--- src/rtl/sseg_scan_ctrl.sv ---
// sseg_scan_ctrl: digit-scan prescaler and frame-aligned shadow update for the
// 4-digit time-multiplexed seven-segment decode path.
//
// state    | meaning
// ST_EMPTY | no update pending, write port ready
// ST_FULL  | update captured, waiting for a frame boundary (or en low) to apply
module sseg_scan_ctrl #(
    parameter int REFRESH_DIV = 100000
) (
    input  logic        clk,
    input  logic        rst,
    input  logic        en,
    input  logic [15:0] wr_data,
    input  logic        wr_hex_dec,
    input  logic        wr_sign,
    input  logic        wr_valid,
    output logic        wr_ready,
    output logic [15:0] data,
    output logic        hex_dec,
    output logic        sign,
    output logic [1:0]  digit_sel,
    output logic        frame_tick
);

    localparam int            CW      = (REFRESH_DIV > 1) ? $clog2(REFRESH_DIV) : 1;
    localparam logic [CW-1:0] CNT_MAX = CW'(REFRESH_DIV - 1);
    localparam logic [0:0]    ST_EMPTY = 1'b0;
    localparam logic [0:0]    ST_FULL  = 1'b1;

    logic [CW-1:0] cnt_q, cnt_d;
    logic [1:0]    digit_q, digit_d;
    logic          tick_q, tick_d;
    logic [0:0]    state_q, state_d;
    logic [15:0]   pend_data_q, pend_data_d;
    logic          pend_hex_q, pend_hex_d;
    logic          pend_sign_q, pend_sign_d;
    logic [15:0]   data_q, data_d;
    logic          hex_q, hex_d;
    logic          sign_q, sign_d;

    logic step;
    logic boundary;
    logic accept;
    logic apply;

    assign step     = en && (cnt_q == CNT_MAX);
    assign boundary = step && (digit_q == 2'd3);
    assign accept   = wr_valid && (state_q == ST_EMPTY);
    // With the scan frozen no frame is in progress, so the update may land at once.
    assign apply    = (state_q == ST_FULL) && (boundary || !en);

    always_comb begin
        cnt_d   = cnt_q;
        digit_d = digit_q;
        if (en) begin
            if (step) begin
                cnt_d   = '0;
                digit_d = digit_q + 2'd1;
            end else begin
                cnt_d = cnt_q + CW'(1);
            end
        end
        tick_d = boundary;
    end

    always_comb begin
        state_d     = state_q;
        pend_data_d = pend_data_q;
        pend_hex_d  = pend_hex_q;
        pend_sign_d = pend_sign_q;
        data_d      = data_q;
        hex_d       = hex_q;
        sign_d      = sign_q;
        case (state_q)
            ST_EMPTY: begin
                if (accept) begin
                    pend_data_d = wr_data;
                    pend_hex_d  = wr_hex_dec;
                    pend_sign_d = wr_sign;
                    state_d     = ST_FULL;
                end
            end
            ST_FULL: begin
                if (apply) begin
                    data_d  = pend_data_q;
                    hex_d   = pend_hex_q;
                    sign_d  = pend_sign_q;
                    state_d = ST_EMPTY;
                end
            end
            default: state_d = ST_EMPTY;
        endcase
    end

    always_ff @(posedge clk or posedge rst) begin
        if (rst) begin
            cnt_q       <= '0;
            digit_q     <= 2'd0;
            tick_q      <= 1'b0;
            state_q     <= ST_EMPTY;
            pend_data_q <= 16'h0000;
            pend_hex_q  <= 1'b1;
            pend_sign_q <= 1'b0;
            data_q      <= 16'h0000;
            hex_q       <= 1'b1;
            sign_q      <= 1'b0;
        end else begin
            cnt_q       <= cnt_d;
            digit_q     <= digit_d;
            tick_q      <= tick_d;
            state_q     <= state_d;
            pend_data_q <= pend_data_d;
            pend_hex_q  <= pend_hex_d;
            pend_sign_q <= pend_sign_d;
            data_q      <= data_d;
            hex_q       <= hex_d;
            sign_q      <= sign_d;
        end
    end

    assign wr_ready   = (state_q == ST_EMPTY);
    assign data       = data_q;
    assign hex_dec    = hex_q;
    assign sign       = sign_q;
    assign digit_sel  = digit_q;
    assign frame_tick = tick_q;

endmodule

--- config.mk ---
export PLATFORM = sky130hd
export DESIGN_NAME = sseg_scan_ctrl
export DESIGN_NICKNAME = d
export VERILOG_FILES = /design/src/rtl/sseg_scan_ctrl.sv
export SDC_FILE = /design/constraint.sdc
export NUM_CORES = 1
export LEC_CHECK = 0
export BUFFER_PORTS_ARGS = -buffer_cell sky130_fd_sc_hd__clkbuf_2
export CORE_MARGIN = 2
export CORE_UTILIZATION = 50
export DETAILED_ROUTE_END_ITERATION = 6
export PLACE_DENSITY = 0.77
export SYNTH_ARGS = -nofsm -noshare
export SYNTH_HDL_FRONTEND = slang
export SYNTH_SLANG_ARGS = --single-unit
export TNS_END_PERCENT = 1
--- constraint.sdc ---
create_clock -name clk -period 3.5 [get_ports clk]
set_clock_uncertainty 0.15 [all_clocks]
set_input_delay 0.175 -clock clk [delete_from_list [all_inputs] [get_ports clk]]
set_output_delay 0.175 -clock clk [all_outputs]
set_load 0.02 [all_outputs]
* Word-level counts from Yosys, hierarchy flattened
Cells that the tools add are included.
** Cells by class
- $add $sub $neg :: 2
- Eq/ne operators :: 2
- Muxes and demuxes :: 4
- Bitwise gates (word level) :: 1
- Reduce and logical (&&, ||, !) cells :: 9
** Operator list (number)
- adder 17 x 1 -> 17 bit, second input constant :: 1
- == test 17 bit, second input constant :: 1
- two-way mux 17 bit :: 1
- AND reduction 2 bit :: 3
- logical AND 1 bit :: 4
- adder 2 x 1 -> 2 bit, second input constant :: 1
- == test 2 bit, second input constant :: 1
- two-way mux 1 bit :: 2
- case mux 1 bit (2 select lines) :: 1
- logical NOT 1 bit :: 1
- logical OR 1 bit :: 1
- NOT 1 bit :: 1
** Storage, ports and cells
- Register bits :: 57
- Input bits :: 22
- Output and inout bits :: 22
- Word-level logic and storage cells :: 28

* Logic depth before layout (Yosys ltp)
Gate-level depths: netlist of the first run.
- Depth after elaboration :: 7
- Gate-level depth with buffers :: 7
- Depth with buffers taken out :: 4

* Worst setup path after synthesis of the first run
OpenSTA, ideal clock, no wires.
- Path type :: register to register
- Start :: register cnt_q[8]
- End :: register data_q[0], in the netlist data[0]
- Setup time :: 125 ps
- Arrival :: 1707 ps
- Required time :: 3225 ps
- Setup slack :: 1518 ps
- Stages on the path, launching flop included :: 7
- Clock period less this slack :: 1982 ps
- Path through :: dfrtp_1 -> nor4_2 -> nand4_1 -> o32a_1 -> buf_6 -> buf_12 -> mux2_4
** Between the ends
- Cells in the longest elaborated chain, start to end :: 6
** RTL lines
- start: declaration :: RTL line 30 : logic [CW-1:0] cnt_q, cnt_d;
- start signal: assignment :: RTL line 108 : cnt_q <= cnt_d;
- == test 17 bit :: RTL line 46 : assign step = en && (cnt_q == CNT_MAX);
- logical AND 1 bit :: RTL line 46
- logical AND 1 bit :: RTL line 47 : assign boundary = step && (digit_q == 2'd3);
- logical OR 1 bit :: RTL line 50 : assign apply = (state_q == ST_FULL) && (boundary || !en);
- logical AND 1 bit :: RTL line 50
- AND reduction 2 bit (no source line)
- end signal: assignment :: RTL line 115 : data_q <= data_d;
- end: declaration :: RTL line 37 : logic [15:0] data_q, data_d;
No other way between the ends.
A chain may end at the register's enable or synchronous reset.

* Final worst setup path of the first run
- Start :: register cnt_q[0]
- End :: register data_q[13], in the netlist data[13]
The elaborated chain is that of the path after synthesis.

==> results.json, run 1 <==
{
  "outcome": "finished, final reports clean",
  "htreeDepth": 3,
  "initialDrtViolationCount": 56,
  "cts_buffer_depth": 2,
  "power_density_mw_per_mm2": 681,
  "place_congestion": 0.787,
  "net-switching-power_mw": 0.631,
  "grt_pass1_vias": 1614,
  "p_clk_share_pct": 29.0,
  "worst_pin_slew_ns": 1.10,
  "dpl.cell_count": 265,
  "intPower_mw": 1.44,
  "synth_cells": 171,
  "num-nets-final": 266,
  "yosysWarnings": 0,
  "nFillCells": 350,
  "postLayoutCoreUtil_pct": 65.3,
  "instances_no_fill": 301,
  "routed_via_density": 5.21,
  "fin_area_sq_mm": 0.00305,
  "netSwitchingFraction_pct": 30.4,
  "diodes": 0,
  "ant_nets": 0,
  "ios": 44,
  "hold_viol_final": 0,
  "syn_area_sq_mm": 0.00240,
  "p_leak_nw": 1.42,
  "wl_per_cell_um": 15.0,
  "yosysUniqueCellTypes": 32,
  "root_buffer": "clkbuf_8",
  "critPathMaxFanout": 19,
  "seq_power_share_pct": 46.3,
  "setup_viol": 0,
  "netlist_top_cells_area": "dfrtp_1 57%, mux2_2 13%, mux2_4 5.6%",
  "syn_nets": 195,
  "clock_latency_ns": 0.33,
  "dieWidth_um": 73.2,
  "cts_resized": 0,
  "grt_usage_pct": 19.7,
  "yosys.area.top_type": "dfrtp_1",
  "drc": 0,
  "cp-start-kind": "flop",
  "max_cap_violations": 0,
  "overflow": 0,
  "report.final.slew_viol_count": 0,
  "slew_headroom_pct": 26.8,
  "pre_cts_slack_ns": 1.08,
  "reg2reg_slack_ns": 1.11,
  "syn_to_final_growth_pct": 27.0,
  "floorplan.core_area_sq_mm": 0.00466,
  "cts_buffers": 9,
  "die_h_um": 73.2,
  "end_kind": "flop",
  "grt_max_degree": 50,
  "setup_slack_ns": 1.11,
  "ys_seq_area_share_pct": 59.6,
  "rsz0062_at_grt": "no",
  "p_comb_share_pct": 24.8,
  "netlist.area_leader.share_pct": 57.4,
  "dieArea_sq_mm": 0.00536,
  "routed_wl_mm": 4.53,
  "synth.avg_cell_area_sq_um": 14.0,
  "cp.required_ns": 3.57,
  "dp_hpwl_mm": 2.83,
  "crit_arrival_ns": 2.46,
  "via_count": 1567,
  "drive_gt1_share_pct": 42.9,
  "max_freq_mhz": 418,
  "antenna_found_initial": 0,
  "min_period_ns": 2.39,
  "synth-seq-cells": 57,
  "drt_pass1_iterations": 4,
  "post-route-period-util_pct": 68.4,
  "holdCritPathClass": "input pin to flop",
  "path_class": "flop to flop",
  "worst_ir_drop_vdd_mv": 0.338,
  "place_area_sq_mm": 0.00265,
  "setup-tns-final_ns": 0,
  "initial_core_util_pct": 51.4,
  "io_buffers": 43,
  "cts_tree": "yes",
  "cts.reportedPaths.clkPinSlew_ns": 0.06,
  "rows": 25,
  "cts.sinks": 57,
  "grt_pass1_wl_mm": 7.65
}
-- area by class of cell --
| class | count | area (sq um) | area share, % |
|---|---|---|---|
| clock buffers | 11 | 141 | 4.64 |
| clock inverters | 5 | 55.1 | 1.81 |
| inverters | 3 | 11.3 | 0.370 |
| multi-input cells | 105 | 903 | 29.7 |
| flip-flops and latches | 57 | 1430 | 46.9 |
| well taps | 54 | 67.6 | 2.22 |
| repair buffers | 66 | 438 | 14.4 |
-- cells in the mapped netlist --
library cell,count
a21oi_1,2
and2_1,2
and2b_2,1
and4_1,1
and4_2,1
and4_4,1
buf_12,1
buf_6,2
clkbuf_1,3
dfrtp_1,55
dfstp_2,2
ha_1,2
inv_1,3
mux2_2,28
mux2_4,9
nand2_1,8
nand2b_1,2
nand3_1,4
nand4_1,8
nor2_1,8
nor2b_1,1
nor3_1,2
nor4_2,1
nor4bb_1,1
o21a_1,1
o21ai_0,3
o22ai_1,1
o32a_1,1
or3_1,2
or4_4,1
xnor2_1,10
xor2_1,4
-- state kept, by name, summed over array words and instances (netlist names) --
name / count
cnt_q: 17
data: 16
pend_data_q: 16
digit_sel: 2
frame_tick: 1
hex_dec: 1
pend_hex_q: 1
pend_sign_q: 1
sign: 1
state_q: 1
-- worst max-delay path: stages, from the launching register on --
cell     delay [ns]
dfrtp_1        0.41
ha_1           0.28
nand3_1        0.11
o32a_1         0.89
mux2_2         0.43
-- layer usage --
layer,vias up,GRT usage [%],share of wire (%)
li1,745,-,-
met1,769,24.1,44
met2,42,30.6,48
met3,11,6.91,5.3
met4,0,10.3,1.9
met5,-,0,0
-- cell families after synthesis --
logic type / Yosys count / share of synthesized area [%]
and+or+nand+nor: 44 / 10.7
DFF: 57 / 59.6
xor gates and xnor gates: 14 / 5.11
adders and majority gates: 2 / 1.04
AOI/OAI and AO/OA: 8 / 2.04
muxes: 37 / 18.8
buffers and inverters: 9 / 2.71
-- power by group through the flow --
stage	combinational (mW)	sequential, mW	clock [mW]
after floorplan	0.251	1.05	0
after global placement	0.484	0.959	0
after detailed placement	0.497	0.968	0
after CTS	0.517	0.956	0.621
after global routing	0.563	0.981	0.643
final	0.514	0.959	0.600
-- cells in the final DEF (no fill, tap or decap), drive strengths merged, types with 3 or more instances in the layout --
| cell | n |
|---|---|
| nand2 | 8 |
| nand4 | 8 |
| buf | 3 |
| dfrtp | 55 |
| nor2 | 8 |
| and4 | 3 |
| clkbuf | 54 |
| dlygate4sd3 | 20 |
| o21ai | 3 |
| xnor2 | 10 |
| xor2 | 4 |
| inv | 3 |
| mux2 | 37 |
| nand3 | 4 |
-- timing repair --
| action | in CTS | in global routing |
|---|---|---|
| hold buffers | 20 | 0 |
| buffers inserted | 0 | 0 |
| hold endpoints to repair | 65 | 0 |
-- stage by stage --
stage | power (mW) | hold slack, ns
4_1_cts | 2.09 | 0.0258
2_1_floorplan | 1.31 | 0.142
5_1_grt | 2.19 | 0.0814
3_3_place_gp | 1.44 | 0.245
3_5_place_dp | 1.46 | 0.245
6_report | 2.07 | 0.0467
-- path summary, 6_finish.rpt --
path                                 from         endpoint  depth (start not counted)
setup reg to reg                 cnt_q[0]         data[13]                          4
min in group asynchronous             rst  pend_data_q[13]                          3
hold reg to reg            pend_data_q[7]          data[7]                          1
hold / removal                         en         cnt_q[1]                          2
max in group asynchronous             rst   pend_data_q[3]                          4
setup / recovery                 cnt_q[0]         data[13]                          4
Power figures use the tool's default switching activity.
==> run 2, diff against run 1 <==
- ABC_AREA: not set -> 1
- PLACE_DENSITY: 0.77 -> 0.79
- clock period: 3.5 -> 2.1 ns (I/O delays scaled with it)
==> run 2 against run 1 <==
Register-to-register slack got worse by 0.87 ns. Routed wire length increased by 25%. Die area increased by 7.1%. Combinational power increased by 75%. Clock power increased by 73%. Global-route usage increased by 2.2 points. Critical endpoint is now data[11]. Design area increased by 7.2%. Worst hold slack improved by 0.018 ns. Power increased by 70%. First-iteration DRC count increased to 2.9 times the previous value. Sequential share of layout area decreased by 3.1 points.
==> results.json, run 2 <==
{
  "path_class": "flop to flop",
  "async_reset_ff_share_pct": 100,
  "synth.most_common_cell": "nand2_1",
  "overflow": 0,
  "power_density_mw_per_mm2": 1080,
  "p_leak_nw": 1.64,
  "initialDrtViolationCount": 164,
  "crit_start": "cnt_q[0]",
  "dp_hpwl_mm": 3.58,
  "holdCritPathClass": "input pin to flop",
  "slew_headroom_pct": 67.2,
  "grt_use_met2_pct": 32.6,
  "nFillCells": 386,
  "routed_wl_mm": 5.65,
  "cts.sinks": 57,
  "antenna_found_initial": 0,
  "root_buffer": "clkbuf_8",
  "floorplan.core_area_sq_mm": 0.00504,
  "place_area_sq_mm": 0.00287,
  "ios": 44,
  "dieArea_sq_mm": 0.00575,
  "crit_arrival_ns": 1.93,
  "post-route-period-util_pct": 88.5,
  "outcome": "finished, final reports clean",
  "rr_startpoint": "cnt_q[0]",
  "yosysWarnings": 0,
  "io_buffers": 43,
  "cts_buffer_depth": 2,
  "syn_nets": 306,
  "grt_pass1_wl_mm": 9.16,
  "diodes": 0,
  "instances_no_fill": 426,
  "postLayoutCoreUtil_pct": 64.7,
  "drc": 0,
  "fin_area_sq_mm": 0.00326,
  "wl_per_cell_um": 13.3,
  "netlist_top_cells_area": "dfrtp_1 53%, nand2_1 12%, mux2_2 7.9%",
  "die_h_um": 75.8,
  "yosys.area.top_type": "dfrtp_1",
  "final_common_cell": "nand2_1",
  "cts_resized": 0,
  "dieWidth_um": 75.8,
  "setup_viol": 0,
  "yosysUniqueCellTypes": 24,
  "max_cap_violations": 0,
  "cp.required_ns": 2.17,
  "power.total_mw": 3.53,
  "grt_max_degree": 24,
  "critPathMaxFanout": 18,
  "end_kind": "flop",
  "rows": 26,
  "ys_seq_area_share_pct": 55.4,
  "min_from": "en",
  "synth.avg_cell_area_sq_um": 9.14,
  "synthFlopType": "dfrtp_1",
  "max_freq_mhz": 538,
  "grt_pass1_vias": 1986,
  "cp-start-kind": "flop",
  "synth_cells": 282,
  "ant_nets": 0,
  "routed_via_density": 5.01,
  "num-nets-final": 375,
  "use_met3_pct": 5.56,
  "layout_common_cells": "80 x nand2_1, 55 x dfrtp_1, 43 x clkbuf_2",
  "report.final.slew_viol_count": 0,
  "drt_pass1_iterations": 4,
  "place_congestion": 0.919,
  "syn_to_final_growth_pct": 26.6,
  "largest_register_ffs": 17,
  "htreeDepth": 3,
  "cts_buffers": 9,
  "rsz0062_at_grt": "no",
  "regMostFlops": "cnt_q",
  "worst_pin_slew_ns": 0.491,
  "clock_latency_ns": 0.34,
  "hold_viol_final": 0,
  "gr-usage-met1_pct": 29.9,
  "initial_core_util_pct": 51.1,
  "via_count": 2136,
  "cts.reportedPaths.clkPinSlew_ns": 0.07,
  "worst_ir_drop_vdd_mv": 0.769,
  "synth_edf_count": 0,
  "dpl.cell_count": 391,
  "cts_tree": "yes",
  "synth.top_cells.by_count": "80 x nand2_1, 55 x dfrtp_1, 31 x nand3_1",
  "grt_usage_pct": 21.9,
  "min_period_ns": 1.86,
  "synth-seq-cells": 57,
  "syn_area_sq_mm": 0.00258,
  "drive_gt1_share_pct": 24.7,
  "setup-tns-final_ns": 0,
  "netlist.area_leader.share_pct": 53.4,
  "grt.busiest_layer": "met2"
}
==> run 2: cell count changes in the layout (fill, tap and decap cells not counted), moves of 4 or more <==
cell and delta:
nand2_1 +72, nand3_1 +27, inv_1 +21, nor2_1 +14
mux2_2 -10, mux2_4 -9, xnor2_1 -7, nor3_1 +4
o21ai_0 +4
==> run 2: routing by layer <==
metal  vias to the layer above  routed length (um)
met5                         -                   0
li1                       1054                   -
met2                        56                2730
met4                         0                 104
met1                      1018                2530
met3                         8                 296
==> run 2: kinds of logic (layout without fill, tap and decap cells) <==
| family | Yosys count | after routing | share of synthesized area, % |
|---|---|---|---|
| DFF | 57 | 57 | 55.4 |
| and+or+nand+nor | 152 | 152 | 25.2 |
| adders and majority gates | 2 | 2 | 0.970 |
| buffers and inverters | 33 | 107 | 5.43 |
| xor gates and xnor gates | 7 | 7 | 2.38 |
| AOI/OAI and AO/OA | 13 | 13 | 2.72 |
| muxes | 18 | 18 | 7.86 |
==> run 2: metrics by stage <==
step	worst slack, ns	hold WS (ns)
floorplan	0.445	0.106
global placement	0.361	-0.0162
detailed placement	0.270	-0.000888
CTS	0.243	0.0505
global route	0.0532	0.0812
finish	0.241	0.0651
==> run 2: cell type report <==
type	instances	area, sq um	share of cell area (%)
Timing Repair Buffer	67	443	13.6
Inverter	24	90.1	2.76
Clock buffer	10	138	4.22
Tap cell	70	87.6	2.68
Multi-Input combinational cell	192	1010	30.9
Clock inverter	6	67.6	2.07
Sequential cell	57	1430	43.8
==> run 2: worst max-delay path: stages (launching register included) <==
cell and delay [ns]:
dfrtp_1 0.38, ha_1 0.18, nand3_1 0.20, nor2_2 0.21
nand4_1 0.09, nand2_1 0.10, nand2_2 0.23, nand2_1 0.15
nand2_1 0.06
==> run 2: final timing paths <==
check	end	slack (ns)	cells after the start
min in group asynchronous	pend_data_q[0]	0.18	3
worst min-delay path	cnt_q[0]	0.07	2
worst max register to register	data[11]	0.24	8
worst max-delay path	data[11]	0.24	8
max in group asynchronous	hex_dec	0.90	4
worst min register to register	data[14]	0.32	2
==> run 2: timing repair <==
| item | CTS | global route |
|---|---|---|
| buffers inserted | 0 | 0 |
| hold buffers | 19 | 0 |
| hold endpoints to repair | 39 | 0 |
==> run 2: where the power goes <==
part           total, mW  switching, mW  internal [mW]
clock network       1.04          0.456          0.581
logic              0.902          0.556          0.346
registers           1.59          0.205           1.38
==> run 3, diff against run 2 <==
- BUFFER_PORTS_ARGS: -buffer_cell sky130_fd_sc_hd__clkbuf_2 -> not set
- DONT_BUFFER_PORTS: not set -> 1
- PLACE_DENSITY: 0.79 -> 0.72
==> run 3 against run 2 <==
Sequential power is 10% higher. Non-clock buffer count shrank 41. Fmax down 2.2%. First-iteration DRC count decreased by 5.5%. Global-route usage shrank 2.5 points.
==> results.json, run 3 (synthesized netlist as in run 2, its figures left out) <==
{
  "outcome": "finished, final reports clean",
  "min_period_ns": 1.90,
  "dieWidth_um": 75.8,
  "via_count": 1939,
  "place_congestion": 0.907,
  "rsz0062_at_grt": "no",
  "num-nets-final": 334,
  "die_h_um": 75.8,
  "post-cts-setup-buffers": 0,
  "dpl.cell_count": 348,
  "wl_met1_mm": 2.36,
  "antenna_found_initial": 0,
  "intPower_mw": 2.34,
  "holdCritPathClass": "input pin to flop",
  "power.total_mw": 3.50,
  "cp-start-kind": "input pin",
  "dieArea_sq_mm": 0.00575,
  "cts_tree": "yes",
  "worst_pin_slew_ns": 0.696,
  "p_comb_share_pct": 17.7,
  "netSwitchingFraction_pct": 33.0,
  "ant_nets": 0,
  "drive_gt1_share_pct": 14.3,
  "cts.reportedPaths.clkPinSlew_ns": 0.07,
  "wl_per_cell_um": 13.5,
  "post-route-period-util_pct": 90.5,
  "clock_latency_ns": 0.34,
  "overflow": 0,
  "cts_buffer_depth": 2,
  "htreeDepth": 3,
  "max_cap_violations": 0,
  "setup-tns-final_ns": 0,
  "top_layer": "met4",
  "floorplan.core_area_sq_mm": 0.00504,
  "slowest_stage": "dlygate4sd3_1",
  "grt_usage_pct": 19.4,
  "regMostFlops": "cnt_q",
  "seq_power_share_pct": 50.1,
  "cp.required_ns": 2.18,
  "cts.sinks": 57,
  "dp_hpwl_mm": 3.40,
  "final_common_cell": "nand2_1",
  "max_freq_mhz": 526,
  "hold_viol_final": 0,
  "met3WireLength_um": 299,
  "initial_core_util_pct": 51.1,
  "diodes": 0,
  "p_clk_share_pct": 32.2,
  "worst_ir_drop_vdd_mv": 0.628,
  "layout_common_cells": "80 x nand2_1, 55 x dfrtp_1, 31 x nand3_1",
  "instances_no_fill": 385,
  "setup_viol": 0,
  "crit_chain": "dlygate4sd3_1 > nand3_1 > nor2_2 > nand4_1 > nand2_1 > nand2_2 > nand2_1 > nand2_1",
  "routed_wl_mm": 5.18,
  "cts_buffers": 9,
  "grt_pass1_vias": 1770,
  "end_kind": "flop",
  "routed_via_density": 5.04,
  "power_density_mw_per_mm2": 1130,
  "drc": 0,
  "critical_path.most_common_cell": "nand2_1",
  "slew_headroom_pct": 53.6,
  "routed-wl-met2_mm": 2.38,
  "slowest_delay_ns": 0.82,
  "drt_pass1_iterations": 5,
  "syn_to_final_growth_pct": 19.8,
  "initialDrtViolationCount": 155,
  "root_buffer": "clkbuf_8",
  "report.final.slew_viol_count": 0,
  "grt_max_degree": 58,
  "path_class": "input pin to flop",
  "critPathMaxFanout": 18,
  "rows": 26,
  "net-switching-power_mw": 1.15,
  "largest_register_ffs": 17,
  "grt_pass1_wl_mm": 8.14,
  "p_leak_nw": 1.48,
  "ios": 44,
  "io_buffers": 0,
  "crit_arrival_ns": 1.98
}
[run 3: worst paths after layout]
check | startpoint | endpoint | slack, ns | cells after the start
max in group asynchronous | rst | cnt_q[14] | 1.07 | 3
worst max-delay path | en | data[7] | 0.20 | 8
worst max register to register | cnt_q[1] | data[7] | 0.24 | 8
worst min-delay path | en | hex_dec | 0.04 | 4
min in group asynchronous | rst | data[2] | 0.27 | 3
worst min register to register | pend_data_q[12] | data[12] | 0.35 | 2
[run 3: area by class of cell]
cell class,count,area [sq um]
clock buffer,11,141
tap,70,87.6
multi-input combinational,192,1010
fill,420,1950
clock inverter,5,78.8
inverter,24,90.1
sequential,57,1430
timing repair buffer,26,248
[run 3: timing repair]
item                                    CTS  global route
hold endpoints to repair                 86             0
gates resized for setup                   0             1
hold buffers                             21             0
endpoints found under the setup margin    0             1
[run 3: per-layer routing]
layer,global-route usage [%],up-vias
met4,11.7,0
met1,25.9,901
met2,28.0,53
met5,0,-
li1,-,970
met3,5.82,15
[run 3: power by group through the flow]
stage          clock [mW]  sequential, mW  combinational (mW)
2_1_floorplan           0            1.69               0.496
3_5_place_dp            0            1.77               0.580
5_1_grt              1.18            1.80               0.704
6_report             1.13            1.75               0.618
3_3_place_gp            0            1.76               0.554
4_1_cts              1.14            1.75               0.615
[run 3: critical path, delay by kind of cell]
| kind | cells | cell delay [ns] |
|---|---|---|
| AND/OR/NAND/NOR | 7 | 1.04 |
| buffers and inverters | 1 | 0.82 |
[run 3: metrics by stage]
stage	cell area (sq um)	hold slack, ns	setup slack [ns]	utilization [%]
floorplan	2580	0.106	0.445	-
global placement	2650	0.0718	0.367	52.6
detailed placement	2650	0.0708	0.266	52.6
CTS	3080	0.0235	0.237	61.2
global route	3090	0.0697	0.0277	61.3
finish	3090	0.0435	0.199	61.3
